## src/rtl/hci_ts_mem_bank_adapter_pkg.sv

```systemverilog
// Shared types and constants for the TCDM bank adapter with test-and-set support.
package hci_ts_mem_bank_adapter_pkg;

    typedef enum logic {
        HCI_TS_IDLE,
        HCI_TS_WB
    } hci_ts_state_e;

    // Write-back fill pattern, sliced to the data width at the point of use.
    localparam int unsigned               HCI_TS_MAX_DW   = 1024;
    localparam logic [HCI_TS_MAX_DW-1:0]  HCI_TS_WB_VALUE = '1;

endpackage

```

## src/rtl/hci_ts_mem_bank_adapter_if.sv

```systemverilog
// Interconnect-side request/response bundle of one memory bank port.
interface hci_ts_mem_bank_adapter_if #(
    parameter int unsigned AW = 32,
    parameter int unsigned DW = 32,
    parameter int unsigned BW = 8,
    parameter int unsigned IW = 20
);
    logic              req_i;
    logic              gnt_o;
    logic [AW-1:0]     add_i;
    logic              wen_i;
    logic [DW-1:0]     data_i;
    logic [DW/BW-1:0]  be_i;
    logic [IW-1:0]     id_i;
    logic              ts_set_i;
    logic              r_valid_o;
    logic [DW-1:0]     r_data_o;
    logic [IW-1:0]     r_id_o;

    modport master (
        output req_i, add_i, wen_i, data_i, be_i, id_i, ts_set_i,
        input  gnt_o, r_valid_o, r_data_o, r_id_o
    );

    modport slave (
        input  req_i, add_i, wen_i, data_i, be_i, id_i, ts_set_i,
        output gnt_o, r_valid_o, r_data_o, r_id_o
    );
endinterface

```

## src/rtl/hci_ts_mem_bank_adapter.sv

```systemverilog
// Per-bank adapter between a TCDM interconnect port and a single-port SRAM, with test-and-set.
// Optional output register stage: define HCI_TS_BANK_OUT_REG_EN (response latency 2 instead of 1).
//
// state       | meaning
// ------------+-----------------------------------------------------------
// HCI_TS_IDLE | grant every request, SRAM driven straight from the request
// HCI_TS_WB   | one-cycle all-ones write-back of a test-and-set, no grant
module hci_ts_mem_bank_adapter
    import hci_ts_mem_bank_adapter_pkg::*;
#(
    parameter int unsigned AW = 32,
    parameter int unsigned DW = 32,
    parameter int unsigned BW = 8,
    parameter int unsigned IW = 20
) (
    input  logic                   clk_i,
    input  logic                   rst_i,
    hci_ts_mem_bank_adapter_if.slave bus,
    output logic                   sram_req_o,
    output logic                   sram_we_o,
    output logic [AW-3:0]          sram_add_o,
    output logic [DW-1:0]          sram_wdata_o,
    output logic [DW/BW-1:0]       sram_be_o,
    input  logic [DW-1:0]          sram_rdata_i
);

    hci_ts_state_e   state_q, state_d;
    logic [AW-3:0]   ts_add_q;
    logic            ts_latch;
    logic            gnt;
    logic            grant;
    logic            r_valid_q;
    logic [IW-1:0]   r_id_q;
    logic            unused_add;

    assign unused_add = ^bus.add_i[1:0];
    assign grant      = bus.req_i & gnt;
    assign bus.gnt_o  = gnt;

    always_ff @(posedge clk_i) begin
        if (rst_i) begin
            state_q   <= HCI_TS_IDLE;
            ts_add_q  <= '0;
            r_valid_q <= 1'b0;
            r_id_q    <= '0;
        end else begin
            state_q   <= state_d;
            r_valid_q <= grant;
            if (ts_latch) ts_add_q <= bus.add_i[AW-1:2];
            if (grant)    r_id_q   <= bus.id_i;
        end
    end

    always_comb begin
        state_d      = state_q;
        gnt          = 1'b0;
        ts_latch     = 1'b0;
        sram_req_o   = 1'b0;
        sram_we_o    = 1'b0;
        sram_add_o   = ts_add_q;
        sram_wdata_o = '0;
        sram_be_o    = '0;
        case (state_q)
            HCI_TS_IDLE: begin
                gnt          = 1'b1;
                sram_req_o   = bus.req_i;
                sram_we_o    = ~bus.wen_i;
                sram_add_o   = bus.add_i[AW-1:2];
                sram_wdata_o = bus.data_i;
                sram_be_o    = bus.be_i;
                if (bus.req_i && bus.ts_set_i && bus.wen_i) begin
                    ts_latch = 1'b1;
                    state_d  = HCI_TS_WB;
                end
            end
            HCI_TS_WB: begin
                // A reset landing in this cycle must not let the write-back reach the SRAM.
                sram_req_o   = ~rst_i;
                sram_we_o    = ~rst_i;
                sram_add_o   = ts_add_q;
                sram_wdata_o = HCI_TS_WB_VALUE[DW-1:0];
                sram_be_o    = '1;
                state_d      = HCI_TS_IDLE;
            end
            default: state_d = HCI_TS_IDLE;
        endcase
    end

`ifdef HCI_TS_BANK_OUT_REG_EN
    logic            out_valid_q;
    logic [DW-1:0]   out_data_q;
    logic [IW-1:0]   out_id_q;

    always_ff @(posedge clk_i) begin
        if (rst_i) begin
            out_valid_q <= 1'b0;
            out_data_q  <= '0;
            out_id_q    <= '0;
        end else begin
            out_valid_q <= r_valid_q;
            out_data_q  <= sram_rdata_i;
            out_id_q    <= r_id_q;
        end
    end

    assign bus.r_valid_o = out_valid_q;
    assign bus.r_data_o  = out_data_q;
    assign bus.r_id_o    = out_id_q;
`else
    assign bus.r_valid_o = r_valid_q;
    assign bus.r_data_o  = sram_rdata_i;
    assign bus.r_id_o    = r_id_q;
`endif

endmodule

```

## src/flat_wrapper.sv

```systemverilog
// flat-port wrapper written by rule: the top's interface ports become plain ports
module hci_ts_mem_bank_adapter_flat import hci_ts_mem_bank_adapter_pkg::*;
#(
    parameter int unsigned AW = 32,
    parameter int unsigned DW = 32,
    parameter int unsigned BW = 8,
    parameter int unsigned IW = 20
)
  (clk_i, rst_i, sram_req_o, sram_we_o, sram_add_o, sram_wdata_o, sram_be_o, sram_rdata_i, bus_req_i, bus_add_i, bus_wen_i, bus_data_i, bus_be_i, bus_id_i, bus_ts_set_i, bus_gnt_o, bus_r_valid_o, bus_r_data_o, bus_r_id_o);
  hci_ts_mem_bank_adapter_if #(.AW(AW), .DW(DW), .BW(BW), .IW(IW)) bus_i ();
  input  logic clk_i;
  input  logic rst_i;
  output logic sram_req_o;
  output logic sram_we_o;
  output logic [AW-3:0] sram_add_o;
  output logic [DW-1:0] sram_wdata_o;
  output logic [DW/BW-1:0] sram_be_o;
  input  logic [DW-1:0] sram_rdata_i;
  input wire logic [$bits(bus_i.req_i)-1:0] bus_req_i;
  input wire logic [$bits(bus_i.add_i)-1:0] bus_add_i;
  input wire logic [$bits(bus_i.wen_i)-1:0] bus_wen_i;
  input wire logic [$bits(bus_i.data_i)-1:0] bus_data_i;
  input wire logic [$bits(bus_i.be_i)-1:0] bus_be_i;
  input wire logic [$bits(bus_i.id_i)-1:0] bus_id_i;
  input wire logic [$bits(bus_i.ts_set_i)-1:0] bus_ts_set_i;
  output wire logic [$bits(bus_i.gnt_o)-1:0] bus_gnt_o;
  output wire logic [$bits(bus_i.r_valid_o)-1:0] bus_r_valid_o;
  output wire logic [$bits(bus_i.r_data_o)-1:0] bus_r_data_o;
  output wire logic [$bits(bus_i.r_id_o)-1:0] bus_r_id_o;
  assign bus_i.req_i = bus_req_i;
  assign bus_i.add_i = bus_add_i;
  assign bus_i.wen_i = bus_wen_i;
  assign bus_i.data_i = bus_data_i;
  assign bus_i.be_i = bus_be_i;
  assign bus_i.id_i = bus_id_i;
  assign bus_i.ts_set_i = bus_ts_set_i;
  assign bus_gnt_o = bus_i.gnt_o;
  assign bus_r_valid_o = bus_i.r_valid_o;
  assign bus_r_data_o = bus_i.r_data_o;
  assign bus_r_id_o = bus_i.r_id_o;
  hci_ts_mem_bank_adapter #(.AW(AW), .DW(DW), .BW(BW), .IW(IW)) u_core (.clk_i(clk_i), .rst_i(rst_i), .bus(bus_i), .sram_req_o(sram_req_o), .sram_we_o(sram_we_o), .sram_add_o(sram_add_o), .sram_wdata_o(sram_wdata_o), .sram_be_o(sram_be_o), .sram_rdata_i(sram_rdata_i));
endmodule
```

## config.mk

```make
export PLATFORM = sky130hd
export DESIGN_NAME = hci_ts_mem_bank_adapter_flat
export DESIGN_NICKNAME = d
export VERILOG_FILES = /design/src/rtl/hci_ts_mem_bank_adapter_pkg.sv /design/src/rtl/hci_ts_mem_bank_adapter_if.sv /design/src/rtl/hci_ts_mem_bank_adapter.sv /design/src/flat_wrapper.sv
export SDC_FILE = /design/constraint.sdc
export NUM_CORES = 1
export LEC_CHECK = 0
export BUFFER_PORTS_ARGS = -buffer_cell sky130_fd_sc_hd__buf_4
export CAP_MARGIN = 25
export CORE_AREA = 2 2 96 98
export CTS_CLUSTER_DIAMETER = 150
export CTS_CLUSTER_SIZE = 40
export DETAILED_ROUTE_END_ITERATION = 7
export DIE_AREA = 0 0 98 100
export GPL_TIMING_DRIVEN = 0
export PLACE_DENSITY_LB_ADDON = 0.15
export RECOVER_POWER = 25
export SYNTH_ARGS = -nofsm -noshare
export SYNTH_HDL_FRONTEND = slang
export SYNTH_SLANG_ARGS = --single-unit
```

## constraint.sdc

```tcl
create_clock -name clk_i -period 1.8 [get_ports clk_i]
set_input_delay 0.36 -clock clk_i [delete_from_list [all_inputs] [get_ports clk_i]]
set_output_delay 0.36 -clock clk_i [all_outputs]
set_load 0.03 [all_outputs]
```

==> out/metrics.yaml <==
ys_seq_area_share_pct: 39.4
rsz0062_at_grt: "yes"
routed_wl_mm: 8.96
cts_setup_buffers: 0
n_antenna_cell: 0
hold_buffers: 0
grt_pass1_wl_mm: 13.2
io_pins: 247
place_hpwl_mm: 6.89
clockRootBuffer: "clkbuf_8"
drt_iter0_drc: 57
die_x_um: 98
tightest_slew_ps: 497
slew_viol_final: 0
fp.dieH_um: 100
drc_errors: 0
yosys_register_bits: 52
critPathKind: "reg -> out"
start_kind: "flip-flop"
vias_per_cell: 4.41
first_pass_iters: 4
required_ps: 1440
rows: 35
syn2layout_area_growth_pct: 88.5
power_density_nw_per_um2: 634
synth_cells: 334
dieArea_um2: 9800
worstSkewPairLatency_ps: 300
numCtsBuffers: 5
min_path_type: "in -> reg"
finalHoldViolCount: 0
grt-ovfl-total: 0
fillers: 832
drive_gt1_share_pct: 60.9
fin_area_um2: 4980
maxCapViolCount: 0
track_usage_pct: 16.4
cts.path.max_buffers: 2
fin_util_pct: 56.0
finClkSkew_ps: 6.20
place_area_um2: 4370
routabilityCongestion: 0.760
finalSetupTns_ps: 0
ir_worst_vdd_v: 0.000332
final-setup-viol-count: 0
worstSetupEndpointType: "output port"
fin_crit_ps: 1790
status: "finished clean"
start_util_pct: 29.7
slew_headroom_pct: 66.9
detail-route-antenna-nets: 0
synth_cell_type_count: 16
grt_pass1_vias: 2872
htree_levels: 2
cts.clk_slew.worst_paths_ps: 90
p_total_mw: 3.16
yosysWarnings: 0
power_leakage_nw: 2.41
grt_max_degree: 16
netlist_area_um2: 2640
vias: 2947
crit_arrival_ps: 1430
finalCritPeriodShare_pct: 99.6
synth_nets: 459
nNetsFinal: 681
cp_max_fo: 8
routedWlPerCell_um: 13.4
avgSynthCellArea_um2: 7.91
cts.sinks: 52
io_buffers: 211
antenna_found_initial: 0
core_um2: 8890
fmax_ghz: 0.558
cts_tree: "built"
[cell usage after synthesis]
cell type / count / share of area (%)
or2_2: 36 / 8.5
clkbuf_1: 9 / 1.3
nand2_1: 100 / 14
nand4b_1: 1 / 0.33
buf_4: 32 / 9.1
and3_1: 1 / 0.24
nor2_1: 2 / 0.28
nor2b_1: 1 / 0.24
mux2_2: 30 / 13
inv_1: 1 / 0.14
buf_2: 15 / 2.8
dfxtp_1: 52 / 39
a21oi_1: 51 / 9.7
and4b_1: 1 / 0.38
mux2i_1: 1 / 0.38
nand2b_1: 1 / 0.24
[cell families (layout without fill, tap and decap cells)]
logic type | after synthesis | count (layout) | share of synthesized area [%]
mux | 31 | 31 | 13.2
buf+inv | 57 | 280 | 13.4
flops | 52 | 52 | 39.4
simple gates | 143 | 143 | 24.4
compound gates | 51 | 51 | 9.66
[layout make-up]
| class | count | area (um^2) | share of cell area [%] |
|---|---|---|---|
| clock inverter | 2 | 35.0 | 0.703 |
| tap | 111 | 139 | 2.79 |
| buffer | 56 | 429 | 8.62 |
| clock buffer | 6 | 72.6 | 1.46 |
| timing repair buffer | 215 | 1910 | 38.4 |
| sequential | 52 | 1040 | 21.0 |
| inverter | 1 | 3.75 | 0.0754 |
| multi-input combinational | 225 | 1350 | 27.0 |
[state kept, by name, summed over array words and instances (netlist names)]
| register | count |
|---|---|
| u_core.bus.r_valid_o | 1 |
| u_core.bus.r_id_o | 20 |
| u_core.ts_add_q | 30 |
| u_core.state_q | 1 |
[worst paths after layout]
kind,from,end,slack (ps),cells past startpoint
setup / recovery,u_core.state_q,sram_add_o[17],7,4
hold / removal,bus_id_i[16],u_core.bus.r_id_o[16],300,3
setup reg to reg,u_core.state_q,u_core.ts_add_q[13],540,5
hold reg to reg,u_core.bus.r_id_o[15],u_core.bus.r_id_o[15],460,2
[through the flow]
stage	std cells	worst slack [ps]	hold WS [ps]
6_report	668	7.07	302
3_5_place_dp	656	69.2	444
2_1_floorplan	334	236	433
3_3_place_gp	656	86.8	439
4_1_cts	665	-21.2	291
5_1_grt	668	-46.7	293
[worst max-delay path: stages, from the launching register on]
cell	delay, ps
dfxtp_4	380
buf_12	150
buf_12	120
mux2_2	340
buf_6	140
[what timing repair did]
action,CTS,global route
endpoints found under the setup margin,68,66
gates resized for setup,59,61
gates cloned,1,3
[placed cells by master, fill, tap and decap left out, types with 2 or more instances in the layout]
cell,n
nor2_1,2
buf_4,180
nand2_1,100
clkbuf_16,3
buf_6,66
clkbuf_1,7
dfxtp_1,51
mux2_2,4
buf_12,2
or2_2,36
a21oi_1,51
mux2_4,26
clkbuf_8,7
buf_8,2
buf_2,10
[report_power, final]
group	leakage [nW]	internal [mW]	switching, mW
Combinational	1.93	0.566	0.582
Clock	0.0552	0.413	0.374
Sequential	0.426	1.20	0.0255
[layer usage]
layer / GRT usage [%] / vias to the layer above / wire length [um]
li1: - / 1486 / -
met1: 17.6 / 1317 / 3350
met2: 31.3 / 135 / 4680
met3: 5.43 / 9 / 844
met4: 3.74 / 0 / 82
met5: 0 / - / 0
Power figures use the tool's default switching activity.
